[src/rtl/spi_pkg.sv]
// rtl/spi_pkg.sv - shared types and mode constants for the SPI slave transmitter
package spi_pkg;

   typedef enum logic [1:0] {
      IDLE,
      SHIFT,
      DONE
   } spi_tx_state_e;

   localparam int SPI_CPOL = 0;
   localparam int SPI_CPHA = 0;

endpackage

[src/rtl/spi_edge_sync.sv]
// rtl/spi_edge_sync.sv - synchronizer for one async SPI pin with rise/fall strobes
module spi_edge_sync #(
   parameter int STAGES = 2
) (
   input  logic clk_i,
   input  logic rst_i,
   input  logic async_i,
   output logic rise_o,
   output logic fall_o
);

   logic [STAGES-1:0] sync_q;
   logic              hist_q;
   logic              level;

   // Reset to 0: a spurious rise after reset only lands in IDLE where it is ignored,
   // and a select held low across reset never looks like a new frame start.
   always_ff @(posedge clk_i) begin
      if (rst_i) begin
         sync_q <= '0;
         hist_q <= 1'b0;
      end else begin
         sync_q <= {sync_q[STAGES-2:0], async_i};
         hist_q <= sync_q[STAGES-1];
      end
   end

   assign level  = sync_q[STAGES-1];
   assign rise_o = level & ~hist_q;
   assign fall_o = ~level & hist_q;

endmodule

[src/rtl/spi_slave_tx.sv]
// rtl/spi_slave_tx.sv - SPI mode 0 slave transmitter, MSB first, one-word holding buffer
module spi_slave_tx
   import spi_pkg::*;
#(
   parameter int                    DATA_WIDTH  = 512,
   parameter logic [DATA_WIDTH-1:0] IDLE_WORD   = '0,
   parameter int                    SYNC_STAGES = 2
) (
   input  logic                  clk,
   input  logic                  rst,
   input  logic                  sclk,
   input  logic                  ss_n,
   input  logic [DATA_WIDTH-1:0] tx_data,
   input  logic                  tx_valid,
   output logic                  tx_ready,
   output logic                  miso,
   output logic                  miso_oe,
   output logic                  tx_done,
   output logic                  underrun,
   output logic                  abort
);

   localparam int            CW       = $clog2(DATA_WIDTH + 1);
   localparam logic [CW-1:0] LAST_BIT = CW'(DATA_WIDTH - 1);

   logic sclk_rise, sclk_fall, ss_rise, ss_fall;

   spi_edge_sync #(.STAGES(SYNC_STAGES)) u_sclk_sync (
      .clk_i   (clk),
      .rst_i   (rst),
      .async_i (sclk),
      .rise_o  (sclk_rise),
      .fall_o  (sclk_fall)
   );

   spi_edge_sync #(.STAGES(SYNC_STAGES)) u_ss_sync (
      .clk_i   (clk),
      .rst_i   (rst),
      .async_i (ss_n),
      .rise_o  (ss_rise),
      .fall_o  (ss_fall)
   );

   spi_tx_state_e         state_q, state_d;
   logic [DATA_WIDTH-1:0] buf_q, buf_d;
   logic                  buf_full_q, buf_full_d;
   logic [DATA_WIDTH-1:0] shift_q, shift_d;
   logic [CW-1:0]         bit_cnt_q, bit_cnt_d;
   logic                  tx_done_q, tx_done_d;
   logic                  underrun_q, underrun_d;
   logic                  abort_q, abort_d;

   always_ff @(posedge clk) begin
      if (rst) begin
         state_q    <= IDLE;
         buf_q      <= '0;
         buf_full_q <= 1'b0;
         shift_q    <= '0;
         bit_cnt_q  <= '0;
         tx_done_q  <= 1'b0;
         underrun_q <= 1'b0;
         abort_q    <= 1'b0;
      end else begin
         state_q    <= state_d;
         buf_q      <= buf_d;
         buf_full_q <= buf_full_d;
         shift_q    <= shift_d;
         bit_cnt_q  <= bit_cnt_d;
         tx_done_q  <= tx_done_d;
         underrun_q <= underrun_d;
         abort_q    <= abort_d;
      end
   end

   always_comb begin
      state_d    = state_q;
      buf_d      = buf_q;
      buf_full_d = buf_full_q;
      shift_d    = shift_q;
      bit_cnt_d  = bit_cnt_q;
      tx_done_d  = 1'b0;
      underrun_d = 1'b0;
      abort_d    = 1'b0;

      // Load and take are exclusive: load needs an empty buffer, take needs a full one.
      if (tx_valid && !buf_full_q) begin
         buf_d      = tx_data;
         buf_full_d = 1'b1;
      end

      case (state_q)
         IDLE: begin
            if (ss_fall) begin
               if (buf_full_q) begin
                  shift_d    = buf_q;
                  buf_full_d = 1'b0;
               end else begin
                  shift_d    = IDLE_WORD;
                  underrun_d = 1'b1;
               end
               bit_cnt_d = '0;
               state_d   = SHIFT;
            end
         end
         SHIFT: begin
            if (ss_rise) begin
               abort_d = 1'b1;
               state_d = IDLE;
            end else if (sclk_rise) begin
               bit_cnt_d = bit_cnt_q + CW'(1);
               if (bit_cnt_q == LAST_BIT) begin
                  tx_done_d = 1'b1;
                  state_d   = DONE;
               end
            end else if (sclk_fall && bit_cnt_q != '0) begin
               shift_d = {shift_q[DATA_WIDTH-2:0], 1'b0};
            end
         end
         DONE: begin
            if (ss_rise) state_d = IDLE;
         end
         default: state_d = IDLE;
      endcase
   end

   assign tx_ready = ~buf_full_q;
   assign miso     = (state_q == SHIFT) & shift_q[DATA_WIDTH-1];
   assign miso_oe  = (state_q != IDLE);
   assign tx_done  = tx_done_q;
   assign underrun = underrun_q;
   assign abort    = abort_q;

endmodule

[config.mk]
export PLATFORM = sky130hd
export DESIGN_NAME = spi_slave_tx
export DESIGN_NICKNAME = d
export VERILOG_FILES = /design/src/rtl/spi_pkg.sv /design/src/rtl/spi_edge_sync.sv /design/src/rtl/spi_slave_tx.sv
export SDC_FILE = /design/constraint.sdc
export NUM_CORES = 2
export LEC_CHECK = 0
export ABC_AREA = 1
export BUFFER_PORTS_ARGS = -buffer_cell sky130_fd_sc_hd__clkbuf_2
export CAP_MARGIN = 20
export CELL_PAD_IN_SITES_DETAIL_PLACEMENT = 0
export CELL_PAD_IN_SITES_GLOBAL_PLACEMENT = 1
export CORE_ASPECT_RATIO = 0.75
export CORE_MARGIN = 4
export CORE_UTILIZATION = 35
export CTS_BUF_LIST = sky130_fd_sc_hd__clkbuf_16
export DETAILED_ROUTE_END_ITERATION = 8
export GPL_ROUTABILITY_DRIVEN = 0
export PLACE_DENSITY_LB_ADDON = 0.1
export SETUP_SLACK_MARGIN = 0.4
export SYNTH_ARGS = -nofsm -noshare
export SYNTH_HDL_FRONTEND = slang
export SYNTH_SLANG_ARGS = --single-unit
[constraint.sdc]
create_clock -name clk -period 2 [get_ports clk]
set_clock_uncertainty 0.1 [all_clocks]
set_input_delay 0.1 -clock clk [delete_from_list [all_inputs] [get_ports clk]]
set_output_delay 0.1 -clock clk [all_outputs]
set_load 0.01 [all_outputs]
==> results.yml <==
status:
  run_status: "finished, violations left"
  violations: "setup timing"
setup_path:
  critPathMaxStageDelay_ns: 0.34
  cp-start-kind: "flop"
  cp.arrival_ns: 1.89
  required_ns: 1.80
  r2r_setup_slack_ns: -0.06
  crit_fanout: 3
  critical-path-slowest-cell: "dfxtp_2"
  path_class: "flop to output pin"
  end_kind: "output pin"
  crit_chain: "inv_2, nor2_4, buf_6, inv_12, buf_16, buf_16, nor2_4, buf_6"
grt:
  grt_pass1_vias: 42600
  antenna_found_initial: 4
  grt_overflow: 0
  grt_pass1_wl_um: 238000
  grt_max_degree: 86
  grt_use_total_pct: 22.1
yosys:
  synth_area_sq_mm: 0.0447
  synth-seq-cells: 1046
  synth_fa_ha_area_share_pct: 0.0560
  syn_avg_cell_area_sq_um: 7.01
  yosys-top-cells-area: "dfxtp_1 47%, nor2_1 10%, inv_1 8.2%, nand3_1 6.6%, o21ai_0 6.5%"
  synth_top_area_share_pct: 46.8
  synth_top_family_by_area: "simple AND/OR/NAND/NOR gates"
  synth_compound_area_share_pct: 17.9
  yosys.area.top_type: "dfxtp_1"
  synth_cells: 6375
  yosysWarnings: 0
  synth_mux_area_share_pct: 0
  syn_nets: 6894
  ys_types: 23
  ys_seq_area_share_pct: 46.8
  synth-xor-area-share_pct: 0.0196
  yosys.area_share.simple_pct: 21.3
clock_tree:
  clock_latency_ns: 0.74
  clk_pin_slew_worst_paths_ns: 0.07
  cts_buffer_depth: 3
  cts_made_buffers: 113
  root_buffer: "clkbuf_16"
  htree_num_levels: 3
  numClockSinks: 1046
  cts_tree: "done"
timing:
  hold_viol: 0
  setup_slack_ns: -0.0932
  holdWs_ns: 0.0667
  tightest_slew_ns: 0.545
  slew_viol_final: 0
  fmax_ghz: 0.478
  layout_min_cycle_time_ns: 2.09
  setup_violations: 161
  rsz0062_at_grt: "yes"
  period_share_pct: 105
  max_slew_margin_pct: 63.3
power_and_ir_drop:
  p_int_mw: 41.4
  p_clk_share_pct: 36.0
  vdd_drop_max_v: 0.000685
  share_comb_of_total_power_pct: 23.3
  p_sw_mw: 17.5
  power_density_mw_per_mm2: 964
  leakage_nw: 28.3
  switching_share_pct: 29.7
  seq_power_share_pct: 40.6
job:
  cap_violations: 0
cells_and_area:
  fin_area_sq_mm: 0.0611
  multi_input_area_sq_mm: 0.0177
  regArea_sq_mm: 0.0209
  n_fill_cell: 12700
  drive_gt1_share_pct: 14.5
  finalNetCount: 7894
  area_growth_pct: 36.6
floorplanning:
  die_area_sq_mm: 0.134
  die_h_um: 318
  die_x_um: 421
  initial_core_util_pct: 35.3
  rows: 113
  fp.coreArea_sq_mm: 0.127
  ios: 523
drt:
  viasPerCell: 4.77
  vias: 43600
  drc: 0
  drt_iter0_drc: 2602
  drt-pass1-iter-count: 7
  wl_per_cell_um: 16.6
  wl_um: 152000
  ant_nets: 0
worst_hold_path:
  hold_path_class: "input pin to flop"
placement:
  io_buffers: 522
  dp_hpwl_um: 91000
  postPlaceCellArea_sq_mm: 0.0504
[cells in the mapped netlist]
cell type	count
o21ai_2	1
dfxtp_1	1046
nand3_1	587
nand2_1	545
a21oi_1	456
inv_1	982
nand4_1	6
nand3b_1	1
buf_2	156
inv_2	5
o22ai_1	443
nor2_1	1186
buf_1	20
nand2_2	2
nor3_1	6
buf_4	6
a31oi_1	1
buf_6	44
clkbuf_1	293
nor2_4	2
xor2_1	1
ha_1	2
o21ai_0	584
[area by class of cell]
class | instances | share of cell area [%]
Sequential cell | 1046 | 34.3
Multi-Input combinational cell | 3823 | 29.0
Timing Repair Buffer | 1400 | 21.0
Inverter | 987 | 6.13
Clock buffer | 114 | 4.67
Tap cell | 1667 | 3.41
Clock inverter | 98 | 1.39
Timing Repair inverter | 4 | 0.104
Antenna cell | 4 | 0.0164
[critical path, delay by kind of cell, from the launching register on]
family                 cells  cell delay [ns]
buffers and inverters      6             0.59
DFF                        1             0.34
and+or+nand+nor            2             0.23
[placed cells by master, fill, tap and decap left out, types with 3 or more instances in the layout]
cell type	instances
clkinv_8	3
dfxtp_2	4
nand4_1	6
diode_2	4
nor2_4	4
bufinv_16	15
o21ai_0	583
nor3_1	6
buf_4	210
buf_12	81
nand2_8	4
nand3_1	585
inv_12	3
clkbuf_16	116
nand2_1	539
clkinv_2	16
clkbuf_2	521
inv_1	1006
clkinvlp_4	3
dfxtp_1	1042
buf_6	10
a21oi_1	456
nor2_1	1170
buf_16	31
nand2_2	3
inv_6	4
nor2_2	14
clkinv_1	32
dlygate4sd3_1	519
o22ai_1	442
bufbuf_16	24
inv_2	3
[stage by stage]
stage                     std cells  setup TNS, ns  setup WS [ns]  utilization, %  power, mW
after global placement         8341          -1.19        -0.0546            39.8       36.0
after CTS                      9135          -6.59         -0.213            48.1       59.5
final                          9143          -3.51        -0.0932            48.2       58.9
after floorplan                6375              0          0.323               -       32.4
after detailed placement       8341          -8.44        -0.0745            39.8       36.1
after global routing           9142         -34.53         -0.180            48.2       62.3
[power groups by stage]
stage | Clock (mW) | Sequential [mW] | Combinational [mW]
after floorplan | 0 | 24.2 | 8.12
after global placement | 0 | 24.3 | 11.6
after detailed placement | 0 | 24.4 | 11.7
after CTS | 21.9 | 23.9 | 13.8
after global routing | 22.7 | 24.1 | 15.5
final | 21.2 | 23.9 | 13.7
[flip-flops by register name, summed over array words and instances, names as in the netlist]
| register | flops |
|---|---|
| buf_q | 512 |
| shift_q | 512 |
| bit_cnt_q | 10 |
| state_q | 2 |
| u_sclk_sync.sync_q | 2 |
| u_ss_sync.sync_q | 2 |
| abort | 1 |
| buf_full_q | 1 |
| tx_done | 1 |
| u_sclk_sync.hist_q | 1 |
| u_ss_sync.hist_q | 1 |
| underrun | 1 |
[kinds of logic (layout without fill, tap and decap cells)]
family          count (synthesis)  in the layout
simple gates                 2335           2335
flops                        1046           1046
fa+ha+maj                       2              2
other cells                     0              4
compound gates               1485           1485
buf+inv                      1506           2603
xor+xnor                        1              1
[layer usage]
| layer | GRT usage, % | up-vias | part of all wire (%) |
|---|---|---|---|
| met5 | 0 | - | 0 |
| met4 | 8.12 | 0 | 3.8 |
| met3 | 2.98 | 259 | 3.2 |
| met2 | 37.5 | 774 | 48 |
| met1 | 28.5 | 20200 | 45 |
| li1 | - | 22400 | - |
[worst paths after layout]
check | startpoint | end | cells past startpoint
max reg2reg | state_q[0]$_SDFFE_PP0P_ | shift_q[320]$_SDFFE_PP0P_ | 13
min reg2reg | u_sclk_sync.sync_q[0]$_SDFF_PP0_ | u_sclk_sync.sync_q[1]$_SDFF_PP0_ | 2
max | state_q[0]$_SDFFE_PP0P_ | miso | 8
min | tx_data[456] | buf_q[456]$_SDFFE_PP0P_ | 4
[timing repair]
action	in CTS	in global routing
pin swaps	11	11
resized for setup	73	23
gates cloned	35	2
hold buffers	519	0
endpoints found under the hold margin	555	0
buffers inserted	28	2
endpoints found under the setup margin	1011	1028
(Power assumes the default switching activity.)
